## src/rtl/ddr3_avl_arbiter.sv

```systemverilog
// Two-master arbiter for the DDR3 Avalon-MM port: port 0 has priority, port 1 is starvation-protected.
// Latency: grant registered in IDLE (one bubble cycle per transaction); bus mux and read-return routing are combinational.
// Backpressure: avl_ready is forwarded to the granted master as pN_ready; a full tag FIFO blocks new reads.
module ddr3_avl_arbiter #(
  parameter int BURST_LEN    = 4,
  parameter int TAG_DEPTH    = 8,
  parameter int STARVE_LIMIT = 4
) (
  input  logic          ddr3_clk,
  input  logic          reset_n,
  input  logic          p0_read_req,
  input  logic          p0_write_req,
  input  logic [25:0]   p0_addr,
  input  logic          p0_burstbegin,
  input  logic [127:0]  p0_wdata,
  output logic          p0_ready,
  output logic          p0_rdata_valid,
  input  logic          p1_read_req,
  input  logic          p1_write_req,
  input  logic [25:0]   p1_addr,
  input  logic          p1_burstbegin,
  input  logic [127:0]  p1_wdata,
  output logic          p1_ready,
  output logic          p1_rdata_valid,
  output logic [127:0]  rdata,
  input  logic          avl_ready,
  input  logic [127:0]  avl_rdata,
  input  logic          avl_rdata_valid,
  output logic          avl_read_req,
  output logic          avl_write_req,
  output logic          avl_burstbegin,
  output logic [25:0]   avl_addr,
  output logic [127:0]  avl_wdata,
  output logic [2:0]    avl_size,
  output logic          tag_err
);

  localparam int BW = (BURST_LEN > 1) ? $clog2(BURST_LEN) : 1;
  localparam int PW = (TAG_DEPTH > 1) ? $clog2(TAG_DEPTH) : 1;
  localparam int SW = $clog2(STARVE_LIMIT + 1);
  localparam logic [BW-1:0] LAST_BEAT  = BW'(BURST_LEN - 1);
  localparam logic [SW-1:0] STARVE_MAX = SW'(STARVE_LIMIT);
  localparam logic [PW:0]   TAG_FULL   = (PW + 1)'(TAG_DEPTH);

  typedef enum logic [1:0] {IDLE, GNT_RD, GNT_WR} state_t;

  state_t          state, state_nxt;
  logic            grant, grant_nxt;
  logic [SW-1:0]   starve_cnt, starve_nxt;
  logic [BW-1:0]   beat_cnt, beat_nxt;
  logic [BW-1:0]   rbeat_cnt;

  logic            tag_mem [TAG_DEPTH];
  logic [PW-1:0]   wr_ptr, rd_ptr;
  logic [PW:0]     tag_cnt;
  logic            tag_full, tag_empty, tag_head, tag_push, tag_pop;

  logic            elig0, elig1, pick1, pick_wr;
  logic            g_read, g_write, g_bb;
  logic [25:0]     g_addr;
  logic [127:0]    g_wdata;

  assign tag_empty = (tag_cnt == '0);
  assign tag_full  = (tag_cnt == TAG_FULL);
  assign tag_head  = tag_mem[rd_ptr];

  // A read can only be taken if there is a tag slot to remember its owner.
  assign elig0 = p0_write_req || (p0_read_req && !tag_full);
  assign elig1 = p1_write_req || (p1_read_req && !tag_full);

  assign g_read  = grant ? p1_read_req   : p0_read_req;
  assign g_write = grant ? p1_write_req  : p0_write_req;
  assign g_bb    = grant ? p1_burstbegin : p0_burstbegin;
  assign g_addr  = grant ? p1_addr       : p0_addr;
  assign g_wdata = grant ? p1_wdata      : p0_wdata;

  assign avl_size = 3'(BURST_LEN);

  // Read return: route each beat to the owner of the oldest outstanding burst; orphan beats are dropped.
  assign rdata          = avl_rdata;
  assign p0_rdata_valid = avl_rdata_valid && !tag_empty && !tag_head;
  assign p1_rdata_valid = avl_rdata_valid && !tag_empty &&  tag_head;
  assign tag_pop        = avl_rdata_valid && !tag_empty && (rbeat_cnt == LAST_BEAT);

  // FSM state and arbitration bookkeeping registers.
  always_ff @(posedge ddr3_clk or negedge reset_n) begin
    if (!reset_n) begin
      state      <= IDLE;
      grant      <= 1'b0;
      starve_cnt <= '0;
      beat_cnt   <= '0;
    end else begin
      state      <= state_nxt;
      grant      <= grant_nxt;
      starve_cnt <= starve_nxt;
      beat_cnt   <= beat_nxt;
    end
  end

  // Arbitration, bus mux and per-port ready; the loser is fully masked while a grant is held.
  always_comb begin
    state_nxt      = state;
    grant_nxt      = grant;
    starve_nxt     = starve_cnt;
    beat_nxt       = beat_cnt;
    tag_push       = 1'b0;
    pick1          = 1'b0;
    pick_wr        = 1'b0;
    avl_read_req   = 1'b0;
    avl_write_req  = 1'b0;
    avl_burstbegin = 1'b0;
    avl_addr       = '0;
    avl_wdata      = '0;
    p0_ready       = 1'b0;
    p1_ready       = 1'b0;
    case (state)
      IDLE: begin
        if (elig0 || elig1) begin
          pick1     = elig1 && (!elig0 || (starve_cnt == STARVE_MAX));
          pick_wr   = pick1 ? p1_write_req : p0_write_req;
          grant_nxt = pick1;
          state_nxt = pick_wr ? GNT_WR : GNT_RD;
          if (pick1)
            starve_nxt = '0;
          else if (elig1 && (starve_cnt != STARVE_MAX))
            starve_nxt = starve_cnt + 1'b1;
        end
      end
      GNT_RD: begin
        avl_read_req   = g_read;
        avl_burstbegin = g_bb;
        avl_addr       = g_addr;
        avl_wdata      = g_wdata;
        p0_ready       = avl_ready && !grant && p0_read_req;
        p1_ready       = avl_ready &&  grant && p1_read_req;
        if (g_read && avl_ready) begin
          tag_push  = 1'b1;
          state_nxt = IDLE;
        end
      end
      GNT_WR: begin
        avl_write_req  = g_write;
        avl_burstbegin = g_bb;
        avl_addr       = g_addr;
        avl_wdata      = g_wdata;
        p0_ready       = avl_ready && !grant && p0_write_req;
        p1_ready       = avl_ready &&  grant && p1_write_req;
        if (g_write && avl_ready) begin
          if (beat_cnt == LAST_BEAT) begin
            beat_nxt  = '0;
            state_nxt = IDLE;
          end else begin
            beat_nxt = beat_cnt + 1'b1;
          end
        end
      end
      default: state_nxt = IDLE;
    endcase
  end

  // Tag FIFO pointers, occupancy, return-beat counter and sticky orphan-beat flag.
  always_ff @(posedge ddr3_clk or negedge reset_n) begin
    if (!reset_n) begin
      wr_ptr    <= '0;
      rd_ptr    <= '0;
      tag_cnt   <= '0;
      rbeat_cnt <= '0;
      tag_err   <= 1'b0;
    end else begin
      if (tag_push) wr_ptr <= wr_ptr + 1'b1;
      if (tag_pop)  rd_ptr <= rd_ptr + 1'b1;
      case ({tag_push, tag_pop})
        2'b10:   tag_cnt <= tag_cnt + 1'b1;
        2'b01:   tag_cnt <= tag_cnt - 1'b1;
        default: tag_cnt <= tag_cnt;
      endcase
      if (avl_rdata_valid && !tag_empty)
        rbeat_cnt <= (rbeat_cnt == LAST_BEAT) ? '0 : rbeat_cnt + 1'b1;
      if (avl_rdata_valid && tag_empty)
        tag_err <= 1'b1;
    end
  end

  // Tag storage: the owning port id of each accepted read command.
  always_ff @(posedge ddr3_clk) begin
    if (tag_push) tag_mem[wr_ptr] <= grant;
  end

endmodule

```

## config.mk

```make
export PLATFORM = sky130hd
export DESIGN_NAME = ddr3_avl_arbiter
export DESIGN_NICKNAME = d
export VERILOG_FILES = /design/src/rtl/ddr3_avl_arbiter.sv
export SDC_FILE = /design/constraint.sdc
export NUM_CORES = 1
export LEC_CHECK = 0
export BUFFER_PORTS_ARGS = -buffer_cell sky130_fd_sc_hd__buf_2
export CORE_AREA = 2 2 288 290
export CTS_CLUSTER_SIZE = 24
export DETAILED_ROUTE_END_ITERATION = 8
export DIE_AREA = 0 0 290 292
export GPL_TIMING_DRIVEN = 0
export PLACE_DENSITY_LB_ADDON = 0.1
export SYNTH_ARGS = -nofsm -noshare
export SYNTH_HDL_FRONTEND = slang
export SYNTH_SLANG_ARGS = --single-unit
```

## constraint.sdc

```tcl
create_clock -name ddr3_clk -period 2.3 [get_ports ddr3_clk]
set_input_delay 0.23 -clock ddr3_clk [delete_from_list [all_inputs] [get_ports ddr3_clk]]
set_output_delay 0.23 -clock ddr3_clk [all_outputs]
set_load 0.005 [all_outputs]
```

Yosys cells after proc, flatten, opt, wreduce, memory -nomap -nowiden
Memories as Yosys holds them, arrays and structs flattened.
Index checks and enable logic that the tools add are counted.
Widths: inputs -> output; s select.
{"block": "totals", "word_cells": 93, "ramBits": 8, "n_memories": 1, "output_inout_bits": 293, "ff_bits": 21}
{"name": "tag_mem", "depth": 8, "word_bits": 1, "rd": 1, "rd_ports_with_merged_regs": 0, "write_ports": 1, "line": "53", "source": "logic tag_mem [TAG_DEPTH];"}
{"block": "classes", "n_eq_ne": 13, "reduce_logical": 35, "n_addsub": 7, "muxes": 28}
{"cell": "$mux 128", "n": 2}
{"cell": "$mux 26", "n": 2}
{"cell": "$logic_and 1x1->1", "n": 17}
{"cell": "$mux 2", "n": 7}
{"cell": "$mux 1", "n": 11}
{"cell": "$add 3x1->3 const B", "n": 3}
{"cell": "$eq 2x2->1 const B", "n": 4}
{"cell": "$ne 2x2->1 const B", "n": 4}
{"cell": "$pmux 4 s2", "n": 1}
{"cell": "$mux 3", "n": 2}
{"cell": "$pmux 2 s3", "n": 1}
{"cell": "$logic_not 1->1", "n": 5}
{"cell": "$add 2x1->2 const B", "n": 2}
{"cell": "$add 4x1->4 const B", "n": 1}
{"cell": "$eq 2x1->1 const B", "n": 2}
{"cell": "$eq 4x4->1 const B", "n": 1}
{"cell": "$logic_not 4->1", "n": 1}
{"cell": "$logic_or 1x1->1", "n": 4}
{"cell": "$pmux 1 s2", "n": 2}
{"cell": "$reduce_and 2->1", "n": 2}
{"cell": "$reduce_and 4->1", "n": 1}
{"cell": "$reduce_bool 2->1", "n": 2}
{"cell": "$sub 4x1->4 const B", "n": 1}
{"cell": "$eq 3x3->1 const B", "n": 1}
{"cell": "other kinds (4)", "n": 4}

Longest topological paths before layout
{"block": "logic_depth", "ltp_word": 11, "mapped_depth": 12}

Worst setup path before layout
OpenSTA, ideal clock, no wires.
{"block": "synth_path", "path_kind": "register to register", "from": "reg grant", "to": "reg tag_cnt[2]", "setup_slack_ps": -122, "path_buffers": 2, "t_required_ps": 2174, "arrival_time_ps": 2296, "stages_incl_launch_ff": 13, "path_cell_list": "dfrtp_1 > buf_2 > mux2_1 > and3_1 > clkbuf_1 > inv_1 > ha_1 > xor2_1 > ha_1 > a21oi_1 > xor2_1 > nor2_1 > xor2_1"}
{"block": "synth_between", "elab_chain_len": 6, "word_cells_on_any_way": 8, "cone_classes": "eq/ne: 2; mux: 4; reduce/logical: 2"}
{"item": "start: declaration", "line": "48", "source": "logic grant, grant_nxt;"}
{"item": "start signal: assignment", "line": "94", "source": "grant <= grant_nxt;"}
{"item": "$mux 1 *", "line": "71", "source": "assign g_read = grant ? p1_read_req : p0_read_req;"}
{"item": "$logic_and 1x1->1 *", "line": "136", "source": "if (g_read && avl_ready) begin"}
{"item": "$mux 1 *", "line": "136"}
{"item": "$mux 1 *", "line": "116", "source": "case (state)"}
{"item": "$eq 2x1->1 or $eq 2x2->1 (tied branches)", "line": "172", "source": "case ({tag_push, tag_pop})"}
{"item": "$pmux 4 s2 or $reduce_bool 2->1 (tied branches)"}
{"item": "end signal: assignment", "line": "173", "source": "2'b10: tag_cnt <= tag_cnt + 1'b1;"}
{"item": "end signal: assignment", "line": "174", "source": "2'b01: tag_cnt <= tag_cnt - 1'b1;"}
{"item": "end signal: assignment", "line": "175", "source": "default: tag_cnt <= tag_cnt;"}
{"item": "end: declaration", "line": "55", "source": "logic [PW:0] tag_cnt;"}
Every way passes the cells marked *; elsewhere a longest branch is shown, timed or not.
A chain may end at the register's enable or synchronous reset.

Final worst setup path
Same ends and word-level chain as after synthesis.

==> impl_metrics.toml <==
[power_and_ir_drop]
pwr_density_cell_nw_per_um2 = 912
max-vdd-ir-drop_v = 0.000402
p_sw_share_pct = 46.6
power_switching_mw = 4.31
internal_power_mw = 4.93
finalPower_mw = 9.24
p_leak_nw = 5.13
p_seq_share_pct = 9.6
clockPowerShare_pct = 6.9
comb_power_share_pct = 83.5

[timing]
final_hold_vio_count = 0
maxSlewHeadroom_pct = 61.8
fmax_mhz = 465
least_margin_pin_slew_ns = 0.573
post-route-min-period_ns = 2.15
finalSetupViolations = 0
final-max-slew-violation-count = 0
worst_clock_skew_ns = 0.00544
rsz0062_at_grt = "yes"
share_of_the_cycle_needed_by_the_critical_path_after_routing_pct = 93.5
whs_ns = 0.211
postLayoutSetupSlackWorst_ns = 0.149

[flow_run]
maxCapViolCount = 0

[worst_setup_path]
critPathArrivalTime_ns = 2.35
timing.critical_path.required_ns = 2.50
critical_path_fanouts_max = 7
crit_end_category = "register"
cp-start-kind = "register"
r2r-start = "grant"
regToRegSetupSlack_ns = 0.15
timing.rr.end = "tag_cnt[2]"
timing.reg2reg.worst_path_depth = 11
critPathKind = "register to register"

[place]
setup_ws_pre_cts_ns = -1.15
placed_insts = 2302
globalplace.congestion = 0.768
buffer_ports.inserted = 607
dp.final_hpwl_um = 33600

[routing]
routed_wirelength_um = 37300
num_vias = 6529
wire_per_inst_um = 16.0
post-route-drc-count = 0
drtAntennaViolNets = 0
initialDrtViolationCount = 107
drtPass1Iterations = 4
post_drt_via_cell_ratio = 2.80

[synthesis]
synth_area_um2 = 5350
postSynth.asyncResetShare_pct = 72.4
total_of_warnings_raised_by_yosys = 0
edff_count_synth = 8
synth_top_flop_cell = "sky130_fd_sc_hd__dfrtp_1"
ys_seq_elements = 29
sequential_fraction_of_the_synthesis_area_pct = 14.3
yosys.cell_types.count = 49
postSynthCellCount = 624
syn_area_per_cell_um2 = 8.58

[floorplanning]
chipHeight_um = 292
top_level_ports = 739
overall_die_width_um = 290
coreArea_um2 = 81600
dieArea_um2 = 84700
floorplan.rows = 105
initial_utilization_pct = 6.56

[clocking]
clk_pin_slew_worst_paths_ns = 0.06
clkLatencyLatePin_ns = 0.27
clock_tree_from_tritoncts = "yes"
clock_path_buffers = 2
htreeDepth = 2
cts_inserted_buffers = 5
ctsRootBufferMaster = "sky130_fd_sc_hd__clkbuf_16"
cts.sinks = 29

[cells_and_area]
final_cell_count_no_fill = 2330
highest_count_cells_in_the_layout_ignoring_fill_and_taps = "sky130_fd_sc_hd__buf_2, sky130_fd_sc_hd__mux2i_1, sky130_fd_sc_hd__nor2b_1, sky130_fd_sc_hd__buf_4, sky130_fd_sc_hd__dfrtp_1"
final_core_util_pct = 12.4
layout_area_growth_over_synthesis_pct = 89.4
drive_gt1_share_pct = 65.7
final_net_count = 1710
layout.cells.most_common = "sky130_fd_sc_hd__buf_2"

[global_routing]
all_layer_global_routing_usage_pct = 8.14
globalRouteOverflowTotal = 0
first_global_vias = 6856
grt_first_pass_wirelength_um = 50500
initial_antenna_violation_count = 16
grt_max_degree = 22

[min_path]
hold-path-cell-count = 2
worstHoldEndpoint = "tag_err"
timing.hold.worst.start = "avl_rdata_valid"
worst_hold_path_type = "input port to register"

[status]
outcome = "finished, final reports clean"
power groups by stage:
stage | Combinational (mW) | Sequential [mW] | Clock [mW]
finish | 7.72 | 0.888 | 0.638
global placement | 7.76 | 0.912 | 0
detailed placement | 7.67 | 0.912 | 0
floorplan | 4.20 | 0.861 | 0
global route | 8.56 | 0.919 | 0.688
CTS | 7.90 | 0.889 | 0.663
through the flow:
stage	instance area (um2)	TNS, ns
6_report	10100	0
5_1_grt	10100	-0.00971
4_1_cts	9980	0
3_5_place_dp	9750	-60.04
3_3_place_gp	9750	-59.18
2_1_floorplan	5370	0
layer usage:
metal	up-vias	wire length [um]	GRT usage (%)
met3	24	2670	2.44
met5	-	41	0
met1	2962	14400	9.07
met2	317	19900	15.5
met4	6	236	0.902
li1	3220	-	-
layout make-up:
class                      instances  area (um2)
fill                            9522       71500
multi-input combinational        419        3450
timing repair buffer             621        3150
tap                             1070        1340
buffer                           169        1250
sequential                        29         767
clock buffer                       5         125
inverter                           7        26.3
clock inverter                     3        17.5
antenna                            7        17.5
Yosys cell counts (all sizes together), types with 2 or more instances:
cell     instances  share of area [%]
nand2b           4               0.47
a22o             3               0.49
clkbuf          19                1.3
mux4             2               0.84
edfxtp           8                4.5
xor2             6               0.98
nor2b          158                 18
nor2            14                1.0
xnor2            3               0.49
mux2i          159                 30
a31oi            2               0.51
mux2             8                1.8
o2bb2ai          2               0.33
buf            151                 20
dfrtp           21                9.8
ha              12                2.8
a21o             2               0.28
nand4            2               0.23
inv              7               0.49
o21ai            3               0.28
nor3             4               0.37
nand2           13               0.91
conb             2               0.14
what timing repair did:
item,CTS,global route
gates resized for setup,33,21
hold buffers,1,0
buffers inserted,2,11
endpoints found under the hold margin,21,0
pin swaps,1,6
cloned,0,0
setup endpoints to repair,153,48
registers in the layout, indices dropped and copies added, names as in the netlist:
signal / count
rd_ptr: 3
starve_cnt: 3
rbeat_cnt: 2
grant: 1
tag_err: 1
tag_mem: 8
wr_ptr: 3
tag_cnt: 4
beat_cnt: 2
state: 2
worst max-delay path by stage:
| stage | start | endpoint | slack (ns) | cells past startpoint |
|---|---|---|---|---|
| CTS | grant | avl_wdata[73] | 0.0005 | 6 |
| floorplan | grant | tag_cnt[2] | 0.003 | 12 |
| detailed placement | state[1] | avl_addr[1] | -1.15 | 6 |
| global route | tag_cnt[1] | tag_cnt[2] | -0.009 | 10 |
| finish | grant | tag_cnt[2] | 0.15 | 11 |
| global placement | state[0] | avl_addr[1] | -1.12 | 6 |
logic make-up (layout without fill, tap and decap cells):
kind of cell	after synthesis	in the layout	share of synthesized area (%)
adder cells (fa/ha/maj)	12	12	2.81
other	2	10	0.140
AND/OR/NAND/NOR	204	204	22.9
multiplexers	169	169	32.3
XOR/XNOR	9	9	1.47
buffers and inverters	177	805	22.2
AO/OA/AOI/OAI	22	22	3.76
flip-flops	29	29	14.3
worst max-delay path, stage by stage, from the launching register on:
cell and delay [ns]:
sky130_fd_sc_hd__dfrtp_2 0.42, sky130_fd_sc_hd__buf_12 0.15, sky130_fd_sc_hd__mux2_4 0.31, sky130_fd_sc_hd__and3_4 0.16
sky130_fd_sc_hd__inv_2 0.07, sky130_fd_sc_hd__ha_4 0.15, sky130_fd_sc_hd__xor2_1 0.15, sky130_fd_sc_hd__ha_2 0.19
sky130_fd_sc_hd__a21oi_2 0.04, sky130_fd_sc_hd__xor2_1 0.15, sky130_fd_sc_hd__nor2_1 0.13, sky130_fd_sc_hd__xor2_1 0.15
Note: power is estimated with default switching activity, not from simulation.
